File: src/rtl/eel_fetch_pkg.sv
// rtl/eel_fetch_pkg.sv - shared types and constants for the instruction fetch path
//
// Purpose: fetch FSM state encoding, the buffered fetch entry (word + byte PC),
// the instruction width and the default reset PC.
// Ports: none (package).

package eel_fetch_pkg;

  localparam int INSTR_W = 32;
  localparam logic [31:0] DEFAULT_RESET_PC = 32'h0000_0000;

  typedef enum logic {
    IDLE = 1'b0,
    RUN  = 1'b1
  } fetch_state_t;

  typedef struct packed {
    logic [INSTR_W-1:0] instr;
    logic [31:0]        pc;
  } fetch_entry_t;

endpackage

File: src/rtl/fetch_skid_buf.sv
// rtl/fetch_skid_buf.sv - 2-entry FIFO holding fetched words with their PCs
//
// Purpose: in-order buffer between the IMEM read port and decode. Slot 0 is
// always the head, so decode sees registered outputs only.
// Ports:
//   clk, rst    clock and synchronous active-high reset
//   push, din   write an entry at the tail
//   pop         remove the head entry
//   flush       drop all entries (wins over push and pop)
//   count       occupancy 0..2
//   head        head entry; holds its value while empty
//   head_valid  head entry is valid

module fetch_skid_buf
  import eel_fetch_pkg::*;
(
  input  logic         clk,
  input  logic         rst,
  input  logic         push,
  input  fetch_entry_t din,
  input  logic         pop,
  input  logic         flush,
  output logic [1:0]   count,
  output fetch_entry_t head,
  output logic         head_valid
);

  fetch_entry_t slot0;
  fetch_entry_t slot1;

  always_ff @(posedge clk) begin
    if (rst) begin
      count <= 2'd0;
      slot0 <= '0;
      slot1 <= '0;
    end else if (flush) begin
      count <= 2'd0;
    end else begin
      case ({push, pop})
        2'b10: begin
          if (count == 2'd0) slot0 <= din;
          else               slot1 <= din;
          count <= count + 2'd1;
        end
        2'b01: begin
          slot0 <= slot1;
          count <= count - 2'd1;
        end
        2'b11: begin
          // Count stays put; the new word lands behind whatever remains.
          if (count == 2'd1) begin
            slot0 <= din;
          end else begin
            slot0 <= slot1;
            slot1 <= din;
          end
        end
        default: ;
      endcase
    end
  end

  assign head       = slot0;
  assign head_valid = (count != 2'd0);

  overflow_check: assert property (@(posedge clk) disable iff (rst)
    !(push && !pop && !flush && count == 2'd2));

endmodule

File: src/rtl/imem_fetch_ctrl.sv
// rtl/imem_fetch_ctrl.sv - instruction fetch sequencer for the 64 KiB IMEM
//
// Purpose: owns the fetch PC, issues one-word reads to a 1-cycle registered
// IMEM, buffers returned words and hands them to decode over valid/ready.
// A redirect reloads the PC and discards buffered and in-flight words.
// Ports:
//   CLK, RST              clock and synchronous active-high reset
//   FETCH_EN              allow new reads; buffered words drain regardless
//   REDIRECT, REDIRECT_PC load new byte PC (low two bits ignored) and flush
//   IMEM_RDEN, IMEM_ADDR  read request to IMEM (word address)
//   IMEM_DATA             IMEM read data, one cycle after the request
//   IR_VALID, IR_READY    decode handshake
//   IR, IR_PC             head instruction word and its byte PC

module imem_fetch_ctrl
  import eel_fetch_pkg::*;
#(
  parameter int          ADDR_DEPTH = 14,
  parameter logic [31:0] RESET_PC   = DEFAULT_RESET_PC
) (
  input  logic                  CLK,
  input  logic                  RST,
  input  logic                  FETCH_EN,
  input  logic                  REDIRECT,
  input  logic [31:0]           REDIRECT_PC,
  output logic                  IMEM_RDEN,
  output logic [ADDR_DEPTH-1:0] IMEM_ADDR,
  input  logic [31:0]           IMEM_DATA,
  output logic                  IR_VALID,
  input  logic                  IR_READY,
  output logic [31:0]           IR,
  output logic [31:0]           IR_PC
);

  fetch_state_t state;
  fetch_state_t state_next;
  logic [31:0]  fetch_pc;
  logic [31:0]  inflight_pc;
  logic [31:0]  redirect_pc_aligned;
  logic [31:0]  issue_pc;
  logic         inflight;
  logic         pop;
  logic         issue;
  logic [1:0]   count;
  logic [2:0]   occupancy;
  fetch_entry_t head;
  fetch_entry_t landing;
  logic         unused_redirect_lsbs;

  assign redirect_pc_aligned  = {REDIRECT_PC[31:2], 2'b00};
  assign unused_redirect_lsbs = ^REDIRECT_PC[1:0];
  assign pop                  = IR_VALID & IR_READY;

  // Slots that will be occupied next cycle if nothing new is issued now;
  // issuing only below 2 is what keeps the buffer from overflowing.
  assign occupancy = {1'b0, count} + {2'b00, inflight} - {2'b00, pop};

  always_ff @(posedge CLK) begin
    if (RST) state <= IDLE;
    else     state <= state_next;
  end

  always_comb begin
    state_next = state;
    case (state)
      IDLE: if (FETCH_EN)  state_next = RUN;
      RUN:  if (!FETCH_EN) state_next = IDLE;
    endcase
  end

  // A redirect issues immediately at the new PC, even from IDLE.
  always_comb begin
    issue    = FETCH_EN & (REDIRECT | ((state == RUN) & (occupancy < 3'd2)));
    issue_pc = REDIRECT ? redirect_pc_aligned : fetch_pc;
  end

  assign IMEM_RDEN = issue;
  assign IMEM_ADDR = issue_pc[ADDR_DEPTH+1:2];

  always_ff @(posedge CLK) begin
    if (RST) begin
      fetch_pc    <= RESET_PC;
      inflight    <= 1'b0;
      inflight_pc <= '0;
    end else begin
      inflight <= issue;
      if (issue) inflight_pc <= issue_pc;
      if (REDIRECT)   fetch_pc <= FETCH_EN ? redirect_pc_aligned + 32'd4 : redirect_pc_aligned;
      else if (issue) fetch_pc <= fetch_pc + 32'd4;
    end
  end

  // A word returning in the redirect cycle belongs to the old stream: drop it.
  assign landing = '{instr: IMEM_DATA, pc: inflight_pc};

  fetch_skid_buf u_skid (
    .clk        (CLK),
    .rst        (RST),
    .push       (inflight & ~REDIRECT),
    .din        (landing),
    .pop        (pop),
    .flush      (REDIRECT),
    .count      (count),
    .head       (head),
    .head_valid (IR_VALID)
  );

  assign IR    = head.instr;
  assign IR_PC = head.pc;

endmodule
File: config.mk
export PLATFORM = sky130hd
export DESIGN_NAME = imem_fetch_ctrl
export DESIGN_NICKNAME = d
export VERILOG_FILES = /design/src/rtl/eel_fetch_pkg.sv /design/src/rtl/fetch_skid_buf.sv /design/src/rtl/imem_fetch_ctrl.sv
export SDC_FILE = /design/constraint.sdc
export NUM_CORES = 1
export LEC_CHECK = 0
export ABC_AREA = 1
export BUFFER_PORTS_ARGS = -buffer_cell sky130_fd_sc_hd__buf_2
export CAP_MARGIN = 20
export CELL_PAD_IN_SITES_DETAIL_PLACEMENT = 0
export CELL_PAD_IN_SITES_GLOBAL_PLACEMENT = 2
export CORE_AREA = 2 2 187 189
export DETAILED_ROUTE_END_ITERATION = 8
export DIE_AREA = 0 0 189 191
export MAX_ROUTING_LAYER = met4
export PLACE_DENSITY_LB_ADDON = 0.1
export SKIP_CTS_REPAIR_TIMING = 1
export SLEW_MARGIN = 20
export SYNTH_ARGS = -nofsm -noshare
export SYNTH_HDL_FRONTEND = slang
export SYNTH_SLANG_ARGS = --single-unit
export TNS_END_PERCENT = 50
File: constraint.sdc
create_clock -name CLK -period 5.5 [get_ports CLK]
set_input_delay 1.65 -clock CLK [delete_from_list [all_inputs] [get_ports CLK]]
set_output_delay 1.65 -clock CLK [all_outputs]
set_load 0.02 [all_outputs]
==> results of run 1 <==
-- logic make-up (layout without fill, tap and decap cells) --
kind of cell / Yosys count / count (layout) / share of synthesized area [%]
simple gates: 452 / 452 / 20.6
compound gates: 485 / 485 / 27.2
flops: 191 / 191 / 39.4
xor+xnor: 8 / 8 / 0.721
fa+ha+maj: 9 / 9 / 1.24
buf+inv: 250 / 339 / 10.9
-- power groups by stage --
stage / logic (uW) / clock network, uW / registers, uW
final: 475 / 1310 / 1520
after global routing: 532 / 1420 / 1530
after CTS: 481 / 1360 / 1520
after detailed placement: 479 / 0 / 1550
after global placement: 478 / 0 / 1550
after floorplan: 286 / 0 / 1570
-- synth_stat cells (all sizes together) --
cell type	instances	area, sq um
o21bai	1	7.51
a221o	1	10.0
nand3	135	681
nor2	90	368
buf	55	332
o21a	62	465
a2bb2oi	1	8.76
xnor2	1	8.76
a31oi	11	68.8
nand4	15	100
xor2	7	61.3
o31ai	4	30.0
nor4	1	6.26
o211ai	2	15.0
ha	8	100
a22oi	2	15.0
dfxtp	191	3820
o21ai	209	1050
o22ai	1	6.26
a21oi	191	967
nand2	197	754
fa	1	20.0
or2	2	12.5
nor3b	1	7.51
nand3b	2	15.0
inv	145	544
clkbuf	50	188
nor3	9	55.1
-- through the flow --
stage / std cells / hold WS [ns] / instance area (sq um) / utilization (%)
floorplan: 1395 / 0.434 / 9720 / -
global placement: 1909 / 0.470 / 10700 / 31.4
detailed placement: 1909 / 0.468 / 10700 / 31.4
CTS: 1939 / 0.477 / 11300 / 33.1
global route: 1939 / 0.496 / 11300 / 33.1
finish: 1939 / 0.476 / 11300 / 33.1
-- registers in the layout, indices dropped and copies added, names as in the netlist --
name          count
u_skid.head      63
u_skid.slot1     63
u_skid.count      2
inflight          1
state             1
inflight_pc      31
fetch_pc         30
-- layout make-up --
cell class | count | area (sq um) | share of cell area, %
Clock buffer | 20 | 467 | 4.13
Clock inverter | 10 | 138 | 1.22
Inverter | 145 | 548 | 4.85
Multi-Input combinational cell | 954 | 4840 | 42.8
Sequential cell | 191 | 3820 | 33.8
Tap cell | 455 | 569 | 5.03
Timing Repair Buffer | 164 | 920 | 8.13
-- routing by layer --
metal / GRT usage, % / vias up / routed length [um]
li1: - / 4840 / -
met1: 26.2 / 4374 / 17000
met2: 28.2 / 169 / 14500
met5: - / - / 0
met3: 2.72 / 16 / 1000
met4: 3.70 / 0 / 289
-- worst paths after layout --
path | startpoint | end | depth (start not counted)
setup / recovery | IR_READY | IMEM_RDEN | 14
setup reg to reg | u_skid.count[1] | fetch_pc[28] | 19
hold / removal | inflight_pc[17] | u_skid.slot1[17] | 2
hold reg to reg | inflight_pc[17] | u_skid.slot1[17] | 2
-- cells in the final DEF, fill, tap and decap left out, types with 2 or more instances in the layout --
master,Yosys,final
o31ai_1,4,4
a22oi_1,2,2
o21a_1,62,62
nand3_1,134,134
o211ai_1,2,2
nor3_2,2,2
buf_2,31,146
nor2_2,9,9
bufinv_16,0,3
o21ai_0,206,206
nor3_1,7,7
buf_4,19,13
a31oi_1,11,11
nand4_1,14,14
clkbuf_8,0,3
clkbuf_16,0,17
nand2_1,191,191
inv_2,8,7
xor2_1,7,7
a21oi_4,0,2
o21ai_1,3,3
ha_1,8,8
nand2_2,6,6
inv_1,137,136
clkinv_2,0,4
nor2_1,80,80
clkinvlp_4,0,2
dfxtp_1,191,191
nand3b_1,2,2
buf_12,0,4
a21oi_1,188,188
clkinv_4,0,2
-- critical path, cell delays in order --
cell,delay (ns)
buf_2,0.10
nand2_2,0.15
inv_2,0.05
ha_1,0.26
inv_1,0.05
nand2_1,0.05
fa_1,0.48
nand2_1,0.05
a21oi_1,0.10
nand2_1,0.06
nand2_1,0.10
nand2_2,0.07
inv_2,0.08
buf_2,0.16
==> results.ini, run 1 <==
[detailed_routing]
num_vias = 9399
routedWlPerCell_um = 16.9
drcViolationCount = 0
drt_first_pass_iters = 5
viasPerCell = 4.85
dr.first_iter.drc_count = 446
wl_um = 32800
ant_nets = 0

[setup_path]
endpoint_kind = primary output
cp.arrival_ns = 3.42
regToRegSetupSlack_ns = 1.94
critPathLaunchType = input port
crit_fanout = 4
crit_required_ns = 3.85
worst-setup-path-type = in -> out

[global_route]
gr-total-overflow = 0
grt_pass1_wl_um = 51100
grt_max_degree = 127
grt_pass1_vias = 8892
track_usage_pct = 18.6
antenna_found_initial = 0

[cts]
numClockSinks = 191
clock_latency_ns = 0.44
root_buffer = clkbuf_16
clockBufferDepth = 2
cts_buffers = 17
cts_tree = yes
h-tree-depth = 4
clkTransAtPathRegs_ns = 0.07

[timing]
finalCritPeriodShare_pct = 92.2
fmax_ghz = 0.197
finalHoldViolations = 0
slew-limit-headroom_pct = 45.3
finalSetupTns_ns = 0
worst_pin_slew_ns = 0.820
final.setup_skew_ns = 0.0141
setup_slack_ns = 0.427
rsz0062_at_grt = false
slew_viol_final = 0
setup_viol = 0
min_period_ns = 5.07

[power]
power.switching_uw = 943
power.density_nw_per_um2 = 292
peakVddDrop_mv = 0.156
leakage_uw = 0.00477
power.total_uw = 3310
p_int_uw = 2360
pwr-share-clk_pct = 39.7
netSwitchingFraction_pct = 28.5
comb_power_share_pct = 14.4
p_seq_share_pct = 46.0

[layout]
area_delta_synth_final_pct = 16.4
drive_gt1_share_pct = 15.3
nNetsFinal = 1551
antenna_cells = 0
filler_cell_count = 3839

[logic_synthesis]
netlist_instances = 1395
ys.warnings.count = 0
ys_types = 41
synth_nets = 1473
seq_area_frac_synth_pct = 39.4
netlist_area_sq_um = 9720
postSynthRegisterBits = 191
postSynthAreaPerCell_sq_um = 6.97

[floorplan]
ios = 149
row_count = 68
core_sq_um = 34100
die_w_um = 189
die_h_um = 191
die_area_sq_um = 36100
start_util_pct = 28.5

[placed_design]
dp_slack_ns = 0.406
port_buffers = 146
hpwl_um = 22000
gp_congestion = 0.792

[run_status]
status = complete, no violations

[worst_hold_path]
worstHoldPathType = reg -> reg

[run]
maxCapViolations = 0

(Power assumes the default switching activity.)
==> inputs of run 2 (changes only) <==
--- a/config.mk
+++ b/config.mk
@@ -10,9 +10,9 @@
 export CAP_MARGIN = 20
 export CELL_PAD_IN_SITES_DETAIL_PLACEMENT = 0
 export CELL_PAD_IN_SITES_GLOBAL_PLACEMENT = 2
-export CORE_AREA = 2 2 187 189
+export CORE_AREA = 2 2 178 180
 export DETAILED_ROUTE_END_ITERATION = 8
-export DIE_AREA = 0 0 189 191
+export DIE_AREA = 0 0 180 182
 export MAX_ROUTING_LAYER = met4
 export PLACE_DENSITY_LB_ADDON = 0.1
 export SKIP_CTS_REPAIR_TIMING = 1
==> constraint.sdc (replaced) <==
create_clock -name CLK -period 5 [get_ports CLK]
set_input_delay 1.5 -clock CLK [delete_from_list [all_inputs] [get_ports CLK]]
set_output_delay 1.5 -clock CLK [all_outputs]
set_load 0.02 [all_outputs]
==> results.ini, run 2 (same netlist as run 1, synthesis figures left out) <==
[power]
power.total_uw = 3560
p_int_uw = 2560
pwr-share-clk_pct = 38.4
p_seq_share_pct = 46.9
netSwitchingFraction_pct = 28.1
leakage_uw = 0.00478
peakVddDrop_mv = 0.211
power.switching_uw = 1000
power.density_nw_per_um2 = 317
comb_power_share_pct = 14.6

[cts]
root_buffer = clkbuf_16
cts_tree = yes
clock_latency_ns = 0.44
cts_buffers = 17
clockBufferDepth = 2
numClockSinks = 191
clkTransAtPathRegs_ns = 0.06
h-tree-depth = 4

[layout]
fin_util_pct = 36.3
antenna_cells = 0
filler_cell_count = 3374
final_cell_mix = 206 x o21ai_0, 191 x nand2_1, 191 x dfxtp_1
drive_gt1_share_pct = 15.3
nNetsFinal = 1555
area_delta_synth_final_pct = 15.7
layout_commonest_cell = o21ai_0
final_area_sq_um = 11200

[floorplan]
die_area_sq_um = 32800
row_count = 65
ios = 149
core_sq_um = 31000
die_w_um = 180
die_h_um = 182
start_util_pct = 31.4

[global_route]
grt_pass1_vias = 8842
grt_pass1_wl_um = 50800
grt_max_degree = 96
gr-total-overflow = 0
track_usage_pct = 20.0
antenna_found_initial = 0

[detailed_routing]
routedWlPerCell_um = 16.8
drt_first_pass_iters = 5
ant_nets = 0
viasPerCell = 4.99
wl_um = 31800
dr.first_iter.drc_count = 690
num_vias = 9426
drcViolationCount = 0

[setup_path]
critPathLaunchType = input port
endpoint_kind = primary output
cp.arrival_ns = 3.19
crit_required_ns = 3.50
worst-setup-path-type = in -> out
crit_fanout = 2

[timing]
fin_hold_ws_ns = 0.477
slew-limit-headroom_pct = 43.0
fmax_ghz = 0.213
finalCritPeriodShare_pct = 93.7
rsz0062_at_grt = false
final.setup_skew_ns = 0.0118
finalSetupTns_ns = 0
setup_viol = 0
slew_viol_final = 0
worst_pin_slew_ns = 0.855
min_period_ns = 4.69
finalHoldViolations = 0

[worst_hold_path]
worstHoldPathType = reg -> reg

[run_status]
status = complete, no violations

[run]
maxCapViolations = 0

[placed_design]
port_buffers = 146
gp_congestion = 0.833
hpwl_um = 21700
postPlaceCellArea_sq_um = 10700

[run 2: cell types whose count changed in the layout (fill, tap and decap cells not counted), sizes merged]
cell      delta
buf          +4
bufinv       -1
clkbuf       +4
clkinv       -2
clkinvlp     -1
[run 2: worst paths after layout]
| kind | slack, ns | depth (start not counted) | from | end |
|---|---|---|---|---|
| setup / recovery | 0.31 | 14 | IR_READY | IMEM_RDEN |
| hold / removal | 0.48 | 2 | u_skid.slot1[14] | u_skid.head[14] |
| setup reg to reg | 1.47 | 19 | u_skid.count[1] | fetch_pc[28] |
| hold reg to reg | 0.48 | 2 | u_skid.slot1[14] | u_skid.head[14] |
[run 2: critical path, cell delays in order]
cell,delay [ns]
buf_2,0.10
nand2_2,0.07
inv_2,0.04
ha_1,0.26
inv_1,0.05
nand2_1,0.06
fa_1,0.49
nand2_1,0.05
a21oi_1,0.11
nand2_1,0.06
nand2_1,0.09
nand2_2,0.09
inv_2,0.06
buf_2,0.15
[run 2: power groups by stage]
stage	clock [uW]	combinational [uW]	sequential (uW)
2_1_floorplan	0	315	1730
3_3_place_gp	0	523	1710
3_5_place_dp	0	524	1710
4_1_cts	1420	527	1670
5_1_grt	1470	586	1680
6_report	1370	522	1670
[run 2: through the flow]
stage,setup slack [ns],std cells
floorplan,0.0148,1395
finish,0.313,1890
CTS,0.297,1890
global route,0.141,1890
global placement,0.308,1860
detailed placement,0.311,1860
[run 2: routing by layer]
layer | vias up | part of all wire, % | track usage (%)
met5 | - | 0 | -
met2 | 206 | 44 | 30.6
met4 | 0 | 1.5 | 5.11
li1 | 4853 | - | -
met3 | 22 | 3.1 | 2.79
met1 | 4345 | 52 | 27.9
[run 2: cell type report]
class / instances / area, sq um / area share [%]
clock inverters: 6 / 82.6 / 0.735
clock buffers: 24 / 492 / 4.37
flip-flops and latches: 191 / 3820 / 34.0
inverters: 145 / 548 / 4.88
repair buffers: 168 / 946 / 8.42
well taps: 402 / 503 / 4.48
multi-input cells: 954 / 4840 / 43.1
==> inputs of run 3 (changes only) <==
--- a/config.mk
+++ b/config.mk
@@ -15,6 +15,7 @@
 export DIE_AREA = 0 0 180 182
 export MAX_ROUTING_LAYER = met4
 export PLACE_DENSITY_LB_ADDON = 0.1
+export REMOVE_ABC_BUFFERS = 1
 export SKIP_CTS_REPAIR_TIMING = 1
 export SLEW_MARGIN = 20
 export SYNTH_ARGS = -nofsm -noshare
==> results.ini, run 3 (same netlist as run 1, synthesis figures left out) <==
[placed_design]
port_buffers = 146
hpwl_um = 21400
placedCellCount = 1858
gp_congestion = 0.874

[floorplan]
die_area_sq_um = 32800
die_w_um = 180
ios = 149
start_util_pct = 31.4
core_sq_um = 31000
die_h_um = 182
row_count = 65

[detailed_routing]
num_vias = 9444
drt_first_pass_iters = 5
drcViolationCount = 0
wl_um = 32600
ant_nets = 0
dr.first_iter.drc_count = 551
routedWlPerCell_um = 17.3
viasPerCell = 4.99

[power]
peakVddDrop_mv = 0.214
power.density_nw_per_um2 = 321
power.total_uw = 3620
leakage_uw = 0.00478

[timing]
finalCritPeriodShare_pct = 95.4
min_period_ns = 4.77
finalHoldViolations = 0
slew-limit-headroom_pct = 39.5
worst_pin_slew_ns = 0.907
rsz0062_at_grt = false
slew_viol_final = 0
fin_hold_ws_ns = 0.469
setup_viol = 0
fmax_ghz = 0.210
final.setup_skew_ns = 0.0101

[setup_path]
worst-setup-path-type = in -> out
crit_required_ns = 3.50
endpoint_kind = primary output
cp.arrival_ns = 3.27
crit_fanout = 2
critPathLaunchType = input port

[layout]
layout_commonest_cell = o21ai_0
final_cell_mix = 206 x o21ai_0, 191 x nand2_1, 191 x dfxtp_1
filler_cell_count = 3421
drive_gt1_share_pct = 15.5
multiInputGateArea_sq_um = 4840
nNetsFinal = 1553
regArea_sq_um = 3820
instances_no_fill = 1891
area_delta_synth_final_pct = 15.9

[global_route]
use_met3_pct = 2.57
top_usage_layer = met2
met1_usage_pct = 27.2
antenna_found_initial = 1
gr-total-overflow = 0
grt_util_met2_pct = 32.8
grt_pass1_wl_um = 51600
grt_pass1_vias = 9036
track_usage_pct = 20.5
grt_max_degree = 127

[cts]
clockBufferDepth = 2
clkTransAtPathRegs_ns = 0.07
cts_tree = yes
root_buffer = clkbuf_16
cts_buffers = 17
numClockSinks = 191
clock_latency_ns = 0.45
h-tree-depth = 4

[run]
maxCapViolations = 0

[worst_hold_path]
worstHoldPathType = reg -> reg

[run_status]
status = complete, no violations

-- run 3: changes by cell type in the layout (fill, tap and decap cells not counted), sizes merged --
cell / previous run / this run
clkbuf: 24 / 17
clkinv: 4 / 6
diode: 0 / 1
inv: 144 / 152
buf: 168 / 166
bufinv: 2 / 1
-- run 3: layer usage --
metal	part of all wire, %	vias to the layer above
met3	2.8	23
met4	1.5	0
met2	47	159
met1	49	4413
met5	0	-
li1	-	4849
-- run 3: power breakdown --
part | leakage [uW] | switching [uW] | internal (uW)
combinational | 0.00292 | 354 | 166
sequential | 0.00156 | 57.1 | 1610
clock | 0.000291 | 709 | 715
total | 0.00478 | 1120 | 2490
-- run 3: through the flow --
stage | instance area, sq um | setup TNS, ns | setup WS, ns | utilization [%]
after global routing | 11300 | 0 | 0.0280 | 36.3
after global placement | 10700 | 0 | 0.199 | 34.4
after detailed placement | 10700 | 0 | 0.212 | 34.4
after floorplan | 9200 | -0.563 | -0.563 | -
after CTS | 11300 | 0 | 0.201 | 36.3
final | 11300 | 0 | 0.231 | 36.3
-- run 3: worst paths after layout --
check / from / to / slack [ns] / cells after the start
setup / recovery: IR_READY / IMEM_RDEN / 0.23 / 14
hold / removal: inflight_pc[18] / u_skid.slot1[18] / 0.47 / 2
hold reg to reg: inflight_pc[18] / u_skid.slot1[18] / 0.47 / 2
setup reg to reg: u_skid.count[1] / fetch_pc[9] / 1.61 / 19
-- run 3: critical path: stages --
cell and delay [ns]:
buf_2 0.10, nand2_2 0.07, inv_2 0.04, ha_1 0.26, inv_1 0.05, nand2_1 0.05
fa_1 0.47, nand2_1 0.05, a21oi_1 0.11, nand2_1 0.07, nand2_1 0.11, nand2_2 0.11
inv_2 0.10, buf_2 0.17
-- run 3: final cells by class --
cell class	count	area share, %
antenna	1	0.0222
inverter	145	4.87
multi-input combinational	954	43.0
clock inverter	15	1.51
timing repair buffer	166	8.38
clock buffer	17	3.78
sequential	191	34.0
tap	402	4.47
